## config.mk

```make
export PLATFORM = sky130hd
export DESIGN_NAME = wbs_charlie_matrix_flat
export DESIGN_NICKNAME = d
export VERILOG_FILES = /design/src/rtl/wbs_charlie_matrix_if.sv /design/src/rtl/wbs_charlie_matrix.sv /design/src/flat_wrapper.sv
export SDC_FILE = /design/constraint.sdc
export NUM_CORES = 1
export LEC_CHECK = 0
export CAP_MARGIN = 20
export CORE_MARGIN = 2
export CORE_UTILIZATION = 40
export CTS_BUF_LIST = sky130_fd_sc_hd__clkbuf_4 sky130_fd_sc_hd__clkbuf_8
export DETAILED_ROUTE_END_ITERATION = 16
export GPL_ROUTABILITY_DRIVEN = 0
export GPL_TIMING_DRIVEN = 0
export PLACE_DENSITY_LB_ADDON = 0.25
export SLEW_MARGIN = 40
export SYNTH_ARGS = -nofsm -noshare
export SYNTH_HDL_FRONTEND = slang
export SYNTH_SLANG_ARGS = --single-unit
```

## constraint.sdc

```tcl
create_clock -name wbs_clk_i -period 4.16 [get_ports wbs_clk_i]
set_input_delay 0.832 -clock wbs_clk_i [delete_from_list [all_inputs] [get_ports wbs_clk_i]]
set_output_delay 0.832 -clock wbs_clk_i [all_outputs]
set_load 0.02 [all_outputs]
```

## src/rtl/wbs_charlie_matrix_if.sv

```systemverilog
//------------------------------------------------------------------------------
// Module   : wbs_charlie_matrix_if
// Brief    : Wishbone B4 pipelined bus bundle for the charlieplexed LED slave.
// Revision : 1.0  initial release
//------------------------------------------------------------------------------
`default_nettype none

interface wbs_charlie_matrix_if #(
  parameter int ADR_W = 7
);
  logic             wbs_cyc_i;
  logic             wbs_stb_i;
  logic             wbs_we_i;
  logic [ADR_W-1:0] wbs_adr_i;
  logic [31:0]      wbs_dat_i;
  logic [31:0]      wbs_dat_o;
  logic             wbs_stall_o;
  logic             wbs_ack_o;

  modport slave (
    input  wbs_cyc_i, wbs_stb_i, wbs_we_i, wbs_adr_i, wbs_dat_i,
    output wbs_dat_o, wbs_stall_o, wbs_ack_o
  );

  modport master (
    output wbs_cyc_i, wbs_stb_i, wbs_we_i, wbs_adr_i, wbs_dat_i,
    input  wbs_dat_o, wbs_stall_o, wbs_ack_o
  );
endinterface

`default_nettype wire

```

## src/rtl/wbs_charlie_matrix.sv

```systemverilog
//------------------------------------------------------------------------------
// Module   : wbs_charlie_matrix
// Brief    : Wishbone slave scanning a ROWS x COLS charlieplexed LED matrix with
//            per-pixel PWM. Optional WBS_CHARLIE_MATRIX_READBACK_EN adds reads.
// Revision : 1.0  initial release
//------------------------------------------------------------------------------
`default_nettype none

module wbs_charlie_matrix #(
  parameter int WB_CLK_HZ   = 12000000,
  parameter int COLS        = 7,
  parameter int ROWS        = 5,
  parameter int BRIGHT_BITS = 4,
  parameter int SCAN_HZ     = 100000
) (
  input  wire logic            wbs_clk_i,
  input  wire logic            wbs_rst_i,
  wbs_charlie_matrix_if.slave  wbs,
  output logic [COLS-1:0]      charlie_o,
  output logic [COLS-1:0]      charlie_oe
);

  // Row field is kept at least one bit wide so a single-row matrix still elaborates
  localparam int RB      = (ROWS > 1) ? $clog2(ROWS) : 1;
  localparam int CB      = $clog2(COLS);
  localparam int AW      = RB + CB + 1;
  localparam int DIV_RAW = WB_CLK_HZ / (SCAN_HZ << BRIGHT_BITS);
  localparam int DIV     = (DIV_RAW < 1) ? 1 : DIV_RAW;
  localparam int PRE_W   = (DIV > 1) ? $clog2(DIV) : 1;

  localparam logic [RB:0]            ROWS_L   = ROWS[RB:0];
  localparam logic [CB:0]            COLS_L   = COLS[CB:0];
  localparam logic [RB-1:0]          ROW_LAST = RB'(ROWS - 1);
  localparam logic [CB-1:0]          COL_LAST = CB'(COLS - 1);
  localparam logic [PRE_W-1:0]       PRE_LAST = PRE_W'(DIV - 1);
  localparam logic [BRIGHT_BITS-1:0] PWM_LAST = '1;

  logic [BRIGHT_BITS-1:0] r_mem [ROWS][COLS];
  logic [PRE_W-1:0]       r_pre;
  logic [BRIGHT_BITS-1:0] r_pwm;
  logic [RB-1:0]          r_row;
  logic [CB-1:0]          r_col;
  logic                   r_enable;
  logic                   r_ack;

  logic          w_req;
  logic          w_ctrl_sel;
  logic [RB-1:0] w_adr_row;
  logic [CB-1:0] w_adr_col;
  logic          w_adr_hit;
  logic          w_pix_we;
  logic          w_ctrl_we;
  logic          w_clear;
  logic          w_tick;
  logic [CB-1:0] w_row_ext;
  logic [CB-1:0] w_row_pin;
  logic [COLS-1:0] w_row_bit;
  logic [COLS-1:0] w_col_bit;
  logic          w_lit;
  logic          w_unused_dat;

  assign w_req      = wbs.wbs_cyc_i & wbs.wbs_stb_i;
  assign w_ctrl_sel = wbs.wbs_adr_i[AW-1];
  assign w_adr_row  = wbs.wbs_adr_i[CB +: RB];
  assign w_adr_col  = wbs.wbs_adr_i[0 +: CB];
  assign w_adr_hit  = ({1'b0, w_adr_row} < ROWS_L) && ({1'b0, w_adr_col} < COLS_L);
  assign w_pix_we   = w_req & wbs.wbs_we_i & ~w_ctrl_sel & w_adr_hit;
  assign w_ctrl_we  = w_req & wbs.wbs_we_i & w_ctrl_sel;
  assign w_clear    = w_ctrl_we & wbs.wbs_dat_i[1];
  assign w_tick     = (r_pre == PRE_LAST);
  assign w_unused_dat = &{1'b0, wbs.wbs_dat_i};

  assign wbs.wbs_stall_o = 1'b0;
  assign wbs.wbs_ack_o   = r_ack;

  always_ff @(posedge wbs_clk_i) begin
    if (wbs_rst_i || w_clear) begin
      for (int r = 0; r < ROWS; r++) begin
        for (int c = 0; c < COLS; c++) begin
          r_mem[r][c] <= '0;
        end
      end
    end else if (w_pix_we) begin
      r_mem[w_adr_row][w_adr_col] <= wbs.wbs_dat_i[BRIGHT_BITS-1:0];
    end
  end

  always_ff @(posedge wbs_clk_i) begin
    if (wbs_rst_i) begin
      r_ack    <= 1'b0;
      r_enable <= 1'b1;
    end else begin
      r_ack <= w_req;
      if (w_ctrl_we) begin
        r_enable <= wbs.wbs_dat_i[0];
      end
    end
  end

  // Cursor advances only when the PWM counter rolls over, so each pixel gets a full period
  always_ff @(posedge wbs_clk_i) begin
    if (wbs_rst_i) begin
      r_pre <= '0;
      r_pwm <= '0;
      r_row <= '0;
      r_col <= '0;
    end else if (w_tick) begin
      r_pre <= '0;
      r_pwm <= r_pwm + 1'b1;
      if (r_pwm == PWM_LAST) begin
        if (r_col == COL_LAST) begin
          r_col <= '0;
          r_row <= (r_row == ROW_LAST) ? '0 : r_row + 1'b1;
        end else begin
          r_col <= r_col + 1'b1;
        end
      end
    end else begin
      r_pre <= r_pre + 1'b1;
    end
  end

  // Skipping the column's own pin keeps anode and cathode on different pins
  assign w_row_ext = CB'(r_row);
  assign w_row_pin = (w_row_ext < r_col) ? w_row_ext : w_row_ext + 1'b1;
  assign w_row_bit = COLS'(1) << w_row_pin;
  assign w_col_bit = COLS'(1) << r_col;
  assign w_lit     = r_enable && (r_mem[r_row][r_col] > r_pwm);

  assign charlie_o  = w_lit ? w_row_bit : '0;
  assign charlie_oe = w_lit ? (w_row_bit | w_col_bit) : '0;

`ifdef WBS_CHARLIE_MATRIX_READBACK_EN
  logic [31:0] r_dat;

  always_ff @(posedge wbs_clk_i) begin
    if (wbs_rst_i) begin
      r_dat <= '0;
    end else if (w_req && !wbs.wbs_we_i) begin
      if (w_ctrl_sel) begin
        r_dat <= {31'b0, r_enable};
      end else if (w_adr_hit) begin
        r_dat <= 32'(r_mem[w_adr_row][w_adr_col]);
      end else begin
        r_dat <= '0;
      end
    end else begin
      r_dat <= '0;
    end
  end

  assign wbs.wbs_dat_o = r_dat;
`else
  assign wbs.wbs_dat_o = '0;
`endif

endmodule

`default_nettype wire

```

## src/flat_wrapper.sv

```systemverilog
// flat-port wrapper written by rule: the top's interface ports become plain ports
module wbs_charlie_matrix_flat 
#(
  parameter int WB_CLK_HZ   = 12000000,
  parameter int COLS        = 7,
  parameter int ROWS        = 5,
  parameter int BRIGHT_BITS = 4,
  parameter int SCAN_HZ     = 100000
)
  (wbs_clk_i, wbs_rst_i, charlie_o, charlie_oe, wbs_wbs_cyc_i, wbs_wbs_stb_i, wbs_wbs_we_i, wbs_wbs_adr_i, wbs_wbs_dat_i, wbs_wbs_dat_o, wbs_wbs_stall_o, wbs_wbs_ack_o);
  wbs_charlie_matrix_if #(.ADR_W(7)) wbs_i ();
  input  wire logic wbs_clk_i;
  input  wire logic wbs_rst_i;
  output logic [COLS-1:0] charlie_o;
  output logic [COLS-1:0] charlie_oe;
  input wire logic [$bits(wbs_i.wbs_cyc_i)-1:0] wbs_wbs_cyc_i;
  input wire logic [$bits(wbs_i.wbs_stb_i)-1:0] wbs_wbs_stb_i;
  input wire logic [$bits(wbs_i.wbs_we_i)-1:0] wbs_wbs_we_i;
  input wire logic [$bits(wbs_i.wbs_adr_i)-1:0] wbs_wbs_adr_i;
  input wire logic [$bits(wbs_i.wbs_dat_i)-1:0] wbs_wbs_dat_i;
  output wire logic [$bits(wbs_i.wbs_dat_o)-1:0] wbs_wbs_dat_o;
  output wire logic [$bits(wbs_i.wbs_stall_o)-1:0] wbs_wbs_stall_o;
  output wire logic [$bits(wbs_i.wbs_ack_o)-1:0] wbs_wbs_ack_o;
  assign wbs_i.wbs_cyc_i = wbs_wbs_cyc_i;
  assign wbs_i.wbs_stb_i = wbs_wbs_stb_i;
  assign wbs_i.wbs_we_i = wbs_wbs_we_i;
  assign wbs_i.wbs_adr_i = wbs_wbs_adr_i;
  assign wbs_i.wbs_dat_i = wbs_wbs_dat_i;
  assign wbs_wbs_dat_o = wbs_i.wbs_dat_o;
  assign wbs_wbs_stall_o = wbs_i.wbs_stall_o;
  assign wbs_wbs_ack_o = wbs_i.wbs_ack_o;
  wbs_charlie_matrix #(.WB_CLK_HZ(WB_CLK_HZ), .COLS(COLS), .ROWS(ROWS), .BRIGHT_BITS(BRIGHT_BITS), .SCAN_HZ(SCAN_HZ)) u_core (.wbs_clk_i(wbs_clk_i), .wbs_rst_i(wbs_rst_i), .wbs(wbs_i), .charlie_o(charlie_o), .charlie_oe(charlie_oe));
endmodule
```

Word-level counts from Yosys, hierarchy flattened
Memory sizes are Yosys's and may differ from the RTL's. A register that Yosys moved wholly into a read port is not among the register bits.
Cells that the tools add are included.
Widths: inputs -> output; s select.
- bits in registers: 15
- bits in writable memories: 140
- word-level logic and storage cells: 62
- memories kept: 1
- memories (name ; words ; bits a word ; read ports ; clocked after Yosys merged registers in ; wr ports ; line ; source):
    u_core.r_mem ; 5 ; 28 ; 1 ; 1 ; 5 ; wbs_charlie_matrix.sv:38 ; logic [BRIGHT_BITS-1:0] r_mem [ROWS][COLS];
- $add $sub $neg: 4
- magnitude comparators: 7
- eq/ne operators: 4
- shifts and indexed selects: 2
- mux-type cells: 20
- bitwise gates (word level): 10
- reductions and logical operators: 8
- operators by type and width (cell ; count):
    $mux 28 ; 3
    $reduce_or 28->1 ; 1
    $mux 3 ; 6
    $mux 7 ; 2
    $shl 1x3->7 const A ; 2
    $bmux 4 s3 ; 1
    $demux 4 s3 ; 1
    $mux 4 ; 3
    $add 3x1->3 const B ; 3
    $eq 3x3->1 const B ; 3
    $ge 4x4->1 const B ; 2
    $not 3->4 ; 2
    $or 7x7->7 ; 1
    $and 1x1->1 ; 6
    $lt 3x3->1 const B ; 2
    $add 4x1->4 const B ; 1
    $eq 4x4->1 const B ; 1
    $gt 4x4->1 ; 1
    $lt 4x1->1 const B ; 1
    $mux 1 ; 4
    $logic_and 1x1->1 ; 3
    $lt 3x3->1 ; 1
    $reduce_and 3->1 ; 1
    $reduce_and 2->1 ; 1
    3 further kinds ; 3

Depth between registers and ports, before layout
- word-level depth: 9
- mapped depth: 15
- mapped depth without buffers: 13

Worst setup path before layout
Ideal clock, no wire load.
- path kind: register to output
- start point: reg with a tool-made name
- end point: out charlie_oe[3]
- arrival: 3.172 ns
- slack: 0.156 ns
- stages on the path, launching flop included: 14
- buffers on the path: 2
- cell sequence: dfxtp_1 buf_6 buf_2 mux4_2 o21ai_0 nand2_1 o31a_1 ha_1 nor2b_1 o21a_1 o21a_1 o211ai_1 or2_1 o22ai_1
- RTL lines (item ; line ; source):
    end: declaration ; flat_wrapper.sv:15 ; output logic [COLS-1:0] charlie_oe;

==> impl_metrics.csv <==
group,metric,value,unit
sta,timing.slew.headroom,0.497,
logic_synthesis,syn_area_per_cell,14.1,um^2
detailed_routing,postRouteAntennaNets,0,
cts,h-tree-depth,2,
global_route,grt_usage,0.200,
logic_synthesis,synth.yosys.seq_area_share,0.636,
final_layout,fillerInstances,2560,
status,failed_checks,"setup timing",
logic_synthesis,combinational_family_with_the_most_area_after_synthesis,"multiplexers",
sta,final-hold-violation-count,0,
sta,tightest_pin_transition,746,ps
sta,tcrit_tclk_final,1.14,
floorplan,chipWidth,171,um
global_route,grt_pass1_vias,6934,
pwr,ir_drop,0.267,mV
setup_path,critPathMaxFanout,6,
logic_synthesis,synth_area_leader_cell,"sky130_fd_sc_hd__edfxtp_1",
logic_synthesis,ys_top_cells_by_count,"sky130_fd_sc_hd__edfxtp_1, sky130_fd_sc_hd__nor3_1, sky130_fd_sc_hd__nor2_1",
floorplan,chipHeight,171,um
sta,rsz0062_at_grt,"yes",
pwr,pwr_density_cell,385,nW/um^2
floorplan,num_io_pins,92,
logic_synthesis,muxShareOfSynthArea,0.130,
final_layout,synthToLayoutAreaGrowth,20.0,%
placed_design,numPortBuffers,29,
cts,clock_sinks,242,
logic_synthesis,synth_edf_count,224,
sta,post-route-worst-setup-slack,-562,ps
cts,clock_tree.root_cell,"sky130_fd_sc_hd__clkbuf_8",
logic_synthesis,async_reset_ff_frac,0,
cts,ctsLongestPathBuffers,3,
logic_synthesis,yosys.cell_count.top_type,"sky130_fd_sc_hd__edfxtp_1",
detailed_routing,route.detailed.drc,0,
logic_synthesis,post_synth_and_or_nand_nor_area_fraction,0.105,
logic_synthesis,syn-cell-area,11100,um^2
logic_synthesis,synth-xor-area-share,0.00236,
final_layout,antenna_cells,0,
logic_synthesis,adder_and_majority_gate_portion_of_the_synthesized_area,0.0135,
detailed_routing,wl_per_cell,20.5,um
placed_design,half_perimeter_wire_length_after_detailed_placement,19.3,mm
logic_synthesis,compound_gate_portion_of_the_synthesized_area,0.0553,
final_layout,postLayoutCellArea,13400,um^2
pwr,power.leakage,4.66,nW
logic_synthesis,synth_cell_types,57,
sta,fmax,0.212,GHz
global_route,grt_remaining_overflow,0,
sta,final_setup_vio_count,14,
floorplan,start_util,0.403,
setup_path,criticalPathCategory,"reg -> out",
setup_path,end_kind,"output pin",
floorplan,core-area,27600,um^2
floorplan,std_cell_rows,61,
logic_synthesis,synth_flop_cell,"sky130_fd_sc_hd__edfxtp_1",
placed_design,pre_cts_ws,-1260,ps
floorplan,fp.dieArea,29200,um^2
logic_synthesis,ys_top_cells_by_area,"sky130_fd_sc_hd__edfxtp_1, sky130_fd_sc_hd__mux4_2, sky130_fd_sc_hd__nor3_1",
logic_synthesis,synthCells,788,
logic_synthesis,synth_largest_type_area_fraction,0.604,
setup_path,timing.critical_path.from_type,"register",
logic_synthesis,postSynthRegisterBits,242,
placed_design,cell_area_after_placement,12300,um^2
setup_path,crit_arrival,3890,ps
sta,report.final.slew_viol_count,0,
detailed_routing,vias,7231,
job,drv_cap,0,
sta,timing.clock.skew,13.8,ps
detailed_routing,drt-total-wl,28.6,mm
cts,clk_transition_reported_paths,50,ps
final_layout,layout-drive-gt1-share,0.231,
cts,cts_tree,"yes",
global_route,antenna_violations_before_repair,0,
sta,final.min_clock_period,4720,ps
cts,cts_buf_count,42,
cts,clock_latency,540,ps
detailed_routing,vias_per_cell,5.18,
worst_hold_path,timing.hold.worst.class,"reg -> reg",
final_layout,final_nets,1044,
global_route,grt_first_pass_wirelength,42.3,mm
detailed_routing,detailedRoute.firstIterationViolations,811,
status,outcome,"finished with violations",
global_route,grt_max_degree,28,
logic_synthesis,synth-warning-count,0,
setup_path,timing.critical_path.required,3330,ps
detailed_routing,first_pass_iters,5,
[repair_timing]
| item | in CTS | in global routing |
|---|---|---|
| pin swaps | 11 | 6 |
| resized for setup | 110 | 13 |
| endpoints found under the hold margin | 0 | 0 |
| setup buffers | 8 | 2 |
| hold buffers | 0 | 0 |
| endpoints found under the setup margin | 14 | 14 |
| cloned | 2 | 0 |
[path summary, 6_finish.rpt]
| kind | startpoint | endpoint | slack [ps] | cells past startpoint |
|---|---|---|---|---|
| max | register | charlie_oe[6] | -560 | 17 |
| min | u_core.r_pre[0]$_SDFF_PP0_ | u_core.r_pre[0]$_SDFF_PP0_ | 460 | 1 |
| max reg2reg | u_core.r_pre[0]$_SDFF_PP0_ | register | 2120 | 9 |
| min reg2reg | u_core.r_pre[0]$_SDFF_PP0_ | u_core.r_pre[0]$_SDFF_PP0_ | 460 | 1 |
[sequential cells by signal, indices dropped and copies added (netlist names), named ones only]
name,count
u_core.r_enable,1
u_core.r_pre,3
u_core.r_mem,224
u_core.r_pwm,4
u_core.wbs.wbs_ack_o,1
u_core.r_row,3
u_core.r_col,3
[critical path, stage by stage (launching register included)]
cell	delay (ps)
sky130_fd_sc_hd__dfxtp_2	340
sky130_fd_sc_hd__buf_12	150
sky130_fd_sc_hd__buf_12	160
sky130_fd_sc_hd__buf_12	110
sky130_fd_sc_hd__buf_16	130
sky130_fd_sc_hd__mux4_2	530
sky130_fd_sc_hd__mux2i_1	250
sky130_fd_sc_hd__o22ai_1	140
sky130_fd_sc_hd__o22ai_2	270
sky130_fd_sc_hd__ha_2	210
sky130_fd_sc_hd__nor2b_1	40
sky130_fd_sc_hd__o21a_1	160
sky130_fd_sc_hd__o21a_1	160
sky130_fd_sc_hd__o211ai_1	150
sky130_fd_sc_hd__buf_4	170
sky130_fd_sc_hd__buf_4	150
sky130_fd_sc_hd__a21oi_1	50
sky130_fd_sc_hd__buf_2	160
[area by class of cell]
type	count	area, um^2	share of cell area
clock inverters	18	81.3	0.00608
repair buffers	41	392	0.0293
inverters	16	60.1	0.00449
well taps	378	473	0.0354
multi-input cells	551	3900	0.292
clock buffers	56	689	0.0516
flip-flops and latches	242	7090	0.530
plain buffers	94	683	0.0511
[report_power, final]
group | internal [W] | switching [W]
combinational | 0.000110 | 0.000182
clock | 0.00108 | 0.000955
sequential | 0.00279 | 0.0000374
[cell usage in the layout, fill, tap and decap left out, types with 33 or more instances in the layout]
cell,count
sky130_fd_sc_hd__nor3_1,88
sky130_fd_sc_hd__buf_4,47
sky130_fd_sc_hd__edfxtp_1,224
sky130_fd_sc_hd__mux2i_1,33
sky130_fd_sc_hd__conb_1,117
sky130_fd_sc_hd__clkbuf_8,43
sky130_fd_sc_hd__nand2_1,33
sky130_fd_sc_hd__nor2_1,69
sky130_fd_sc_hd__o21ai_0,36
sky130_fd_sc_hd__mux4_2,46
[stage by stage]
step                power (W)   util  instances  TNS (ps)  hold slack [ps]
detailed placement    0.00315  0.446       1311    -15420              454
finish                0.00515  0.484       1396     -7680              456
floorplan             0.00305      -        904         0              432
global placement      0.00315  0.446       1311    -14820              445
global route          0.00532  0.484       1396     -9060              495
CTS                   0.00517  0.482       1394     -7550              462
[per-layer routing]
metal | part of all wire | global-route usage | vias up
met2 | 0.49 | 0.332 | 338
met4 | 0.025 | 0.0678 | 0
met5 | 0 | 0 | -
met3 | 0.077 | 0.0405 | 50
li1 | - | - | 3264
met1 | 0.41 | 0.263 | 3579
[logic make-up (layout without fill, tap and decap cells)]
logic type | count (synthesis) | after routing
DFF | 242 | 242
and+or+nand+nor | 239 | 239
buffers and inverters | 111 | 225
AOI/OAI and AO/OA | 96 | 96
muxes | 84 | 84
adders and majority gates | 12 | 12
xor gates and xnor gates | 3 | 3
other | 1 | 117
Note: power is estimated with default switching activity, not from simulation.
==> patch 1: new RTL, same settings <==
Build with the macro `WBS_CHARLIE_MATRIX_READBACK_EN` defined.
--- a/src/rtl/wbs_charlie_matrix.sv
+++ b/src/rtl/wbs_charlie_matrix.sv
@@ -5,6 +5,8 @@
 // Revision : 1.0  initial release
 //------------------------------------------------------------------------------
 `default_nettype none
+
+`define WBS_CHARLIE_MATRIX_READBACK_EN
 
 module wbs_charlie_matrix #(
   parameter int WB_CLK_HZ   = 12000000,
Formal check against the unedited RTL: not equivalent (Yosys sat finds a counterexample within 4 cycles, from zero or initial values and one cycle with wbs_rst_i high).
==> patch 1 against the unedited design <==
  * Worst setup slack worse by 52 ps
  * Area after synthesis rose by 18%
  * Power is 12% higher
  * Sequential cell count increased by 4
  * Die area increased by 17%
  * Highest routed layer unchanged
  * Register-to-register slack better by 90 ps
  * Routed wire length is 47% higher
  * Sequential power up 3%
  * Cell area is 17% higher
  * The run still ends with negative setup slack left
==> patch 1: results (changes against the unedited design) <==
<table>
<tr><th>Metric</th><th>Value</th></tr>
<tr><th colspan="2">GRT</th></tr>
<tr><td>GR Util met3</td><td>0.05309 (+0.01261)</td></tr>
<tr><td>Met2 usage in global routing</td><td>0.4069 (+0.07526)</td></tr>
<tr><td>Met1 Track Usage GR</td><td>0.3207 (+0.05799)</td></tr>
<tr><td>First-pass GRT wire length</td><td>60930 µm (+44%)</td></tr>
<tr><td>Antenna violations before repair</td><td>1 (+1)</td></tr>
<tr><td>Global routing usage summed across all routing layers</td><td>0.2517 (+0.05209)</td></tr>
<tr><th colspan="2">Detailed routing</th></tr>
<tr><td>Vias</td><td>9543 (+32%)</td></tr>
<tr><td>Count of routing violations after the opening detailed-route iteration</td><td>1124 (+39%)</td></tr>
<tr><td>Met2 routed WL</td><td>19390 µm (+39%)</td></tr>
<tr><td>Wire length after detailed routing</td><td>42090 µm (+47%)</td></tr>
<tr><th colspan="2">Run status</th></tr>
<tr><td>Failing checks</td><td>negative setup slack</td></tr>
<tr><td>Result of the run</td><td>finished with violations</td></tr>
<tr><th colspan="2">STA</th></tr>
<tr><td># setup viols final</td><td>14 (unchanged)</td></tr>
<tr><td>TNS Setup</td><td>-7527 ps (+152.9 ps)</td></tr>
<tr><td>Min setup slack post-route</td><td>-613.9 ps (-52.12 ps)</td></tr>
<tr><th colspan="2">Synthesis</th></tr>
<tr><td>Cell types occupying the most area after synthesis</td><td>sky130_fd_sc_hd__edfxtp_1, sky130_fd_sc_hd__mux4_2, sky130_fd_sc_hd__nor2_1</td></tr>
<tr><td>Parity-gate share of the synthesized area counting xor and xnor cells</td><td>0.002006 (-0.0003537)</td></tr>
<tr><td>Distinct cell type count of the synthesized netlist</td><td>68 (+19%)</td></tr>
<tr><td>Post-synthesis adder-cell area fraction</td><td>0.01146 (-0.002021)</td></tr>
<tr><th colspan="2">Critical path</th></tr>
<tr><td>CP Data Arrival Time</td><td>3940 ps (+50 ps)</td></tr>
<tr><td>Crit path max fanout</td><td>10 (+4)</td></tr>
<tr><td>Setup slack, reg-to-reg</td><td>2210 ps (+90 ps)</td></tr>
<tr><td>Worst Setup EP</td><td>charlie_oe[3]</td></tr>
<tr><th colspan="2">Placed design</th></tr>
<tr><td>Detail Placement HPWL</td><td>29830 µm (+55%)</td></tr>
<tr><th colspan="2">Clocking</th></tr>
<tr><td>Clock latency reported for the late side of the worst-skew pair</td><td>560 ps (+20 ps)</td></tr>
<tr><th colspan="2">Cells and area</th></tr>
<tr><td>Number of fillers in the final layout</td><td>2927 (+14%)</td></tr>
<tr><td>Non-filler instance count after layout</td><td>1668 (+19%)</td></tr>
<tr><td>Final #Nets</td><td>1248 (+20%)</td></tr>
<tr><th colspan="2">Power and ir drop</th></tr>
<tr><td>Cell leakage power</td><td>0.005408 µW (+16%)</td></tr>
</table>
-- patch 1: critical path: stages, from the launching register on --
cell	delay [ps]
sky130_fd_sc_hd__dfxtp_2	340
sky130_fd_sc_hd__buf_12	140
sky130_fd_sc_hd__buf_8	210
sky130_fd_sc_hd__mux4_2	580
sky130_fd_sc_hd__mux2i_2	280
sky130_fd_sc_hd__a221oi_2	120
sky130_fd_sc_hd__o21a_1	260
sky130_fd_sc_hd__ha_4	280
sky130_fd_sc_hd__nor2b_1	140
sky130_fd_sc_hd__o21a_1	130
sky130_fd_sc_hd__o21a_1	110
sky130_fd_sc_hd__o211ai_1	80
sky130_fd_sc_hd__buf_4	170
sky130_fd_sc_hd__or2_4	280
sky130_fd_sc_hd__o22ai_2	110
sky130_fd_sc_hd__buf_6	140
-- patch 1: area by class of cell --
class | count | area share
multi-input combinational | 742 | 0.3731
tap | 442 | 0.03527
clock inverter | 13 | 0.005107
antenna | 1 | 0.0001596
clock buffer | 65 | 0.05187
sequential | 246 | 0.4572
inverter | 24 | 0.005745
timing repair buffer | 43 | 0.02753
buffer | 92 | 0.04405
-- patch 1: what timing repair did --
item / in CTS / in global routing
resized for setup: 106 / 33
endpoints found under the setup margin: 14 / 14
buffers inserted: 12 / 0
pin swaps: 8 / 5
hold endpoints to repair: 0 / 0
cloned: 1 / 0
-- patch 1: through the flow --
stage / cell area [µm²] / util / hold WS (ps)
floorplan: 13520 / - / 432.3
global placement: 14380 / 0.4441 / 450.4
detailed placement: 14380 / 0.4442 / 462.3
CTS: 15520 / 0.4796 / 470.6
global route: 15680 / 0.4843 / 479.5
finish: 15680 / 0.4844 / 463.1
-- patch 1: report_power, final --
part	switching (µW)	internal, µW
Sequential	74.3	2830
Combinational	343	241
Clock	995	1310
Total	1410	4380
==> patch 2: new RTL, same settings <==
Made on the original files. `SCAN_HZ` is set to 100000 in 2 places; all go to 200000.
--- a/src/rtl/wbs_charlie_matrix.sv
+++ b/src/rtl/wbs_charlie_matrix.sv
@@ -11,7 +11,7 @@
   parameter int COLS        = 7,
   parameter int ROWS        = 5,
   parameter int BRIGHT_BITS = 4,
-  parameter int SCAN_HZ     = 100000
+  parameter int SCAN_HZ     = 200000
 ) (
   input  wire logic            wbs_clk_i,
   input  wire logic            wbs_rst_i,
--- a/src/flat_wrapper.sv
+++ b/src/flat_wrapper.sv
@@ -5,7 +5,7 @@
   parameter int COLS        = 7,
   parameter int ROWS        = 5,
   parameter int BRIGHT_BITS = 4,
-  parameter int SCAN_HZ     = 100000
+  parameter int SCAN_HZ     = 200000
 )
   (wbs_clk_i, wbs_rst_i, charlie_o, charlie_oe, wbs_wbs_cyc_i, wbs_wbs_stb_i, wbs_wbs_we_i, wbs_wbs_adr_i, wbs_wbs_dat_i, wbs_wbs_dat_o, wbs_wbs_stall_o, wbs_wbs_ack_o);
   wbs_charlie_matrix_if #(.ADR_W(7)) wbs_i ();
Check against the original RTL: not equivalent (Yosys sat finds a counterexample within 4 cycles, from zero or initial values and one cycle with wbs_rst_i high).
==> patch 2 against the unedited design <==
  * The run still ends with negative setup slack left
  * Sequential share of layout area is 0.68 points higher
  * Cell area is 1.5% lower
  * Critical endpoint is now charlie_o[1]
  * Power is 0.70% higher
  * Worst setup slack worse by 41 ps
  * Core utilization is 0.45 points higher
  * Sequential cell count fell by 1
  * Largest cell class unchanged
  * Area after synthesis fell by 1.7%
  * Routed wire length fell by 8.3%
==> patch 2: results (changes against the unedited design) <==
<table>
<tr><th>Metric</th><th>Value</th></tr>
<tr><th colspan="2">STA</th></tr>
<tr><td>Clk_skew</td><td>8.539 ps (-5.279 ps)</td></tr>
<tr><td>Min setup slack post-route</td><td>-603.2 ps (-41.46 ps)</td></tr>
<tr><td>TNS Setup</td><td>-7595 ps (+85.85 ps)</td></tr>
<tr><td># setup viols final</td><td>14 (unchanged)</td></tr>
<tr><th colspan="2">GRT</th></tr>
<tr><td>GR Util met3</td><td>0.03335 (-0.007132)</td></tr>
<tr><td>First-pass GRT wire length</td><td>39690 µm (-6.3%)</td></tr>
<tr><td>Met1 Track Usage GR</td><td>0.2422 (-0.02057)</td></tr>
<tr><td>Met2 usage in global routing</td><td>0.3173 (-0.01433)</td></tr>
<tr><th colspan="2">Critical path</th></tr>
<tr><td>Largest delay share family, worst path</td><td>multiplexers</td></tr>
<tr><td>Delay of the slowest critical-path stage</td><td>500 ps (-30 ps)</td></tr>
<tr><td>Crit path max fanout</td><td>10 (+4)</td></tr>
<tr><td>Reg2Reg Depth</td><td>7 (-2)</td></tr>
<tr><th colspan="2">Power and ir drop</th></tr>
<tr><td>Cell internal pwr</td><td>4061 µW (+2.2%)</td></tr>
<tr><td>Power drawn by the combinational cells</td><td>301 µW (+3%)</td></tr>
<tr><td>Worst IR drop on VDD</td><td>0.0002897 V (+8.6%)</td></tr>
<tr><th colspan="2">Run status</th></tr>
<tr><td>Failing checks</td><td>negative setup slack</td></tr>
<tr><td>Result of the run</td><td>finished with violations</td></tr>
<tr><th colspan="2">Synthesis</th></tr>
<tr><td>Mean Syn Cell Area</td><td>14.22 µm² (+0.65%)</td></tr>
<tr><td>Distinct cell type count of the synthesized netlist</td><td>52 (-8.8%)</td></tr>
<tr><td>Commonest cells in the synthesized netlist</td><td>sky130_fd_sc_hd__edfxtp_1, sky130_fd_sc_hd__nor2_1, sky130_fd_sc_hd__nand2_1</td></tr>
<tr><td>Cell types occupying the most area after synthesis</td><td>sky130_fd_sc_hd__edfxtp_1, sky130_fd_sc_hd__mux4_2, sky130_fd_sc_hd__nor2_1</td></tr>
<tr><th colspan="2">Placed design</th></tr>
<tr><td>Worst slack at placement</td><td>-1095 ps (+164.5 ps)</td></tr>
<tr><td>Instance area at placement</td><td>12110 µm² (-1.8%)</td></tr>
<tr><th colspan="2">Cells and area</th></tr>
<tr><td>Layout cell share with drive strength beyond 1</td><td>0.2315 (+0.0006921)</td></tr>
<tr><td>Number of fillers in the final layout</td><td>2411 (-5.8%)</td></tr>
<tr><th colspan="2">Clocking</th></tr>
<tr><td>Cts bufs inserted</td><td>41 (-2.4%)</td></tr>
<tr><th colspan="2">Detailed routing</th></tr>
<tr><td>Wire length after detailed routing</td><td>26270 µm (-8.3%)</td></tr>
<tr><td>Routed via count divided by cell count</td><td>5.102 (-1.5%)</td></tr>
</table>
patch 2: how the worst min path moves through the flow:
stage | endpoint | startpoint | slack, ps | cells after the start
2_1_floorplan | u_core.r_pre[0] | u_core.r_pre[0] | 400 | 1
3_3_place_gp | u_core.r_pre[0] | u_core.r_pre[0] | 410 | 1
3_5_place_dp | u_core.r_pre[0] | u_core.r_pre[0] | 410 | 1
4_1_cts | u_core.r_pre[0] | u_core.r_pre[0] | 420 | 1
5_1_grt | u_core.r_pre[0] | u_core.r_pre[0] | 460 | 1
6_report | u_core.r_pre[0] | u_core.r_pre[0] | 410 | 1
patch 2: area by class of cell:
class / instances / share of cell area
Clock inverter: 11 / 0.003518
Inverter: 23 / 0.006560
Clock buffer: 65 / 0.05800
Sequential cell: 241 / 0.5372
Tap cell: 341 / 0.03242
Buffer: 76 / 0.04373
Multi-Input combinational cell: 545 / 0.2928
Timing Repair Buffer: 41 / 0.02577
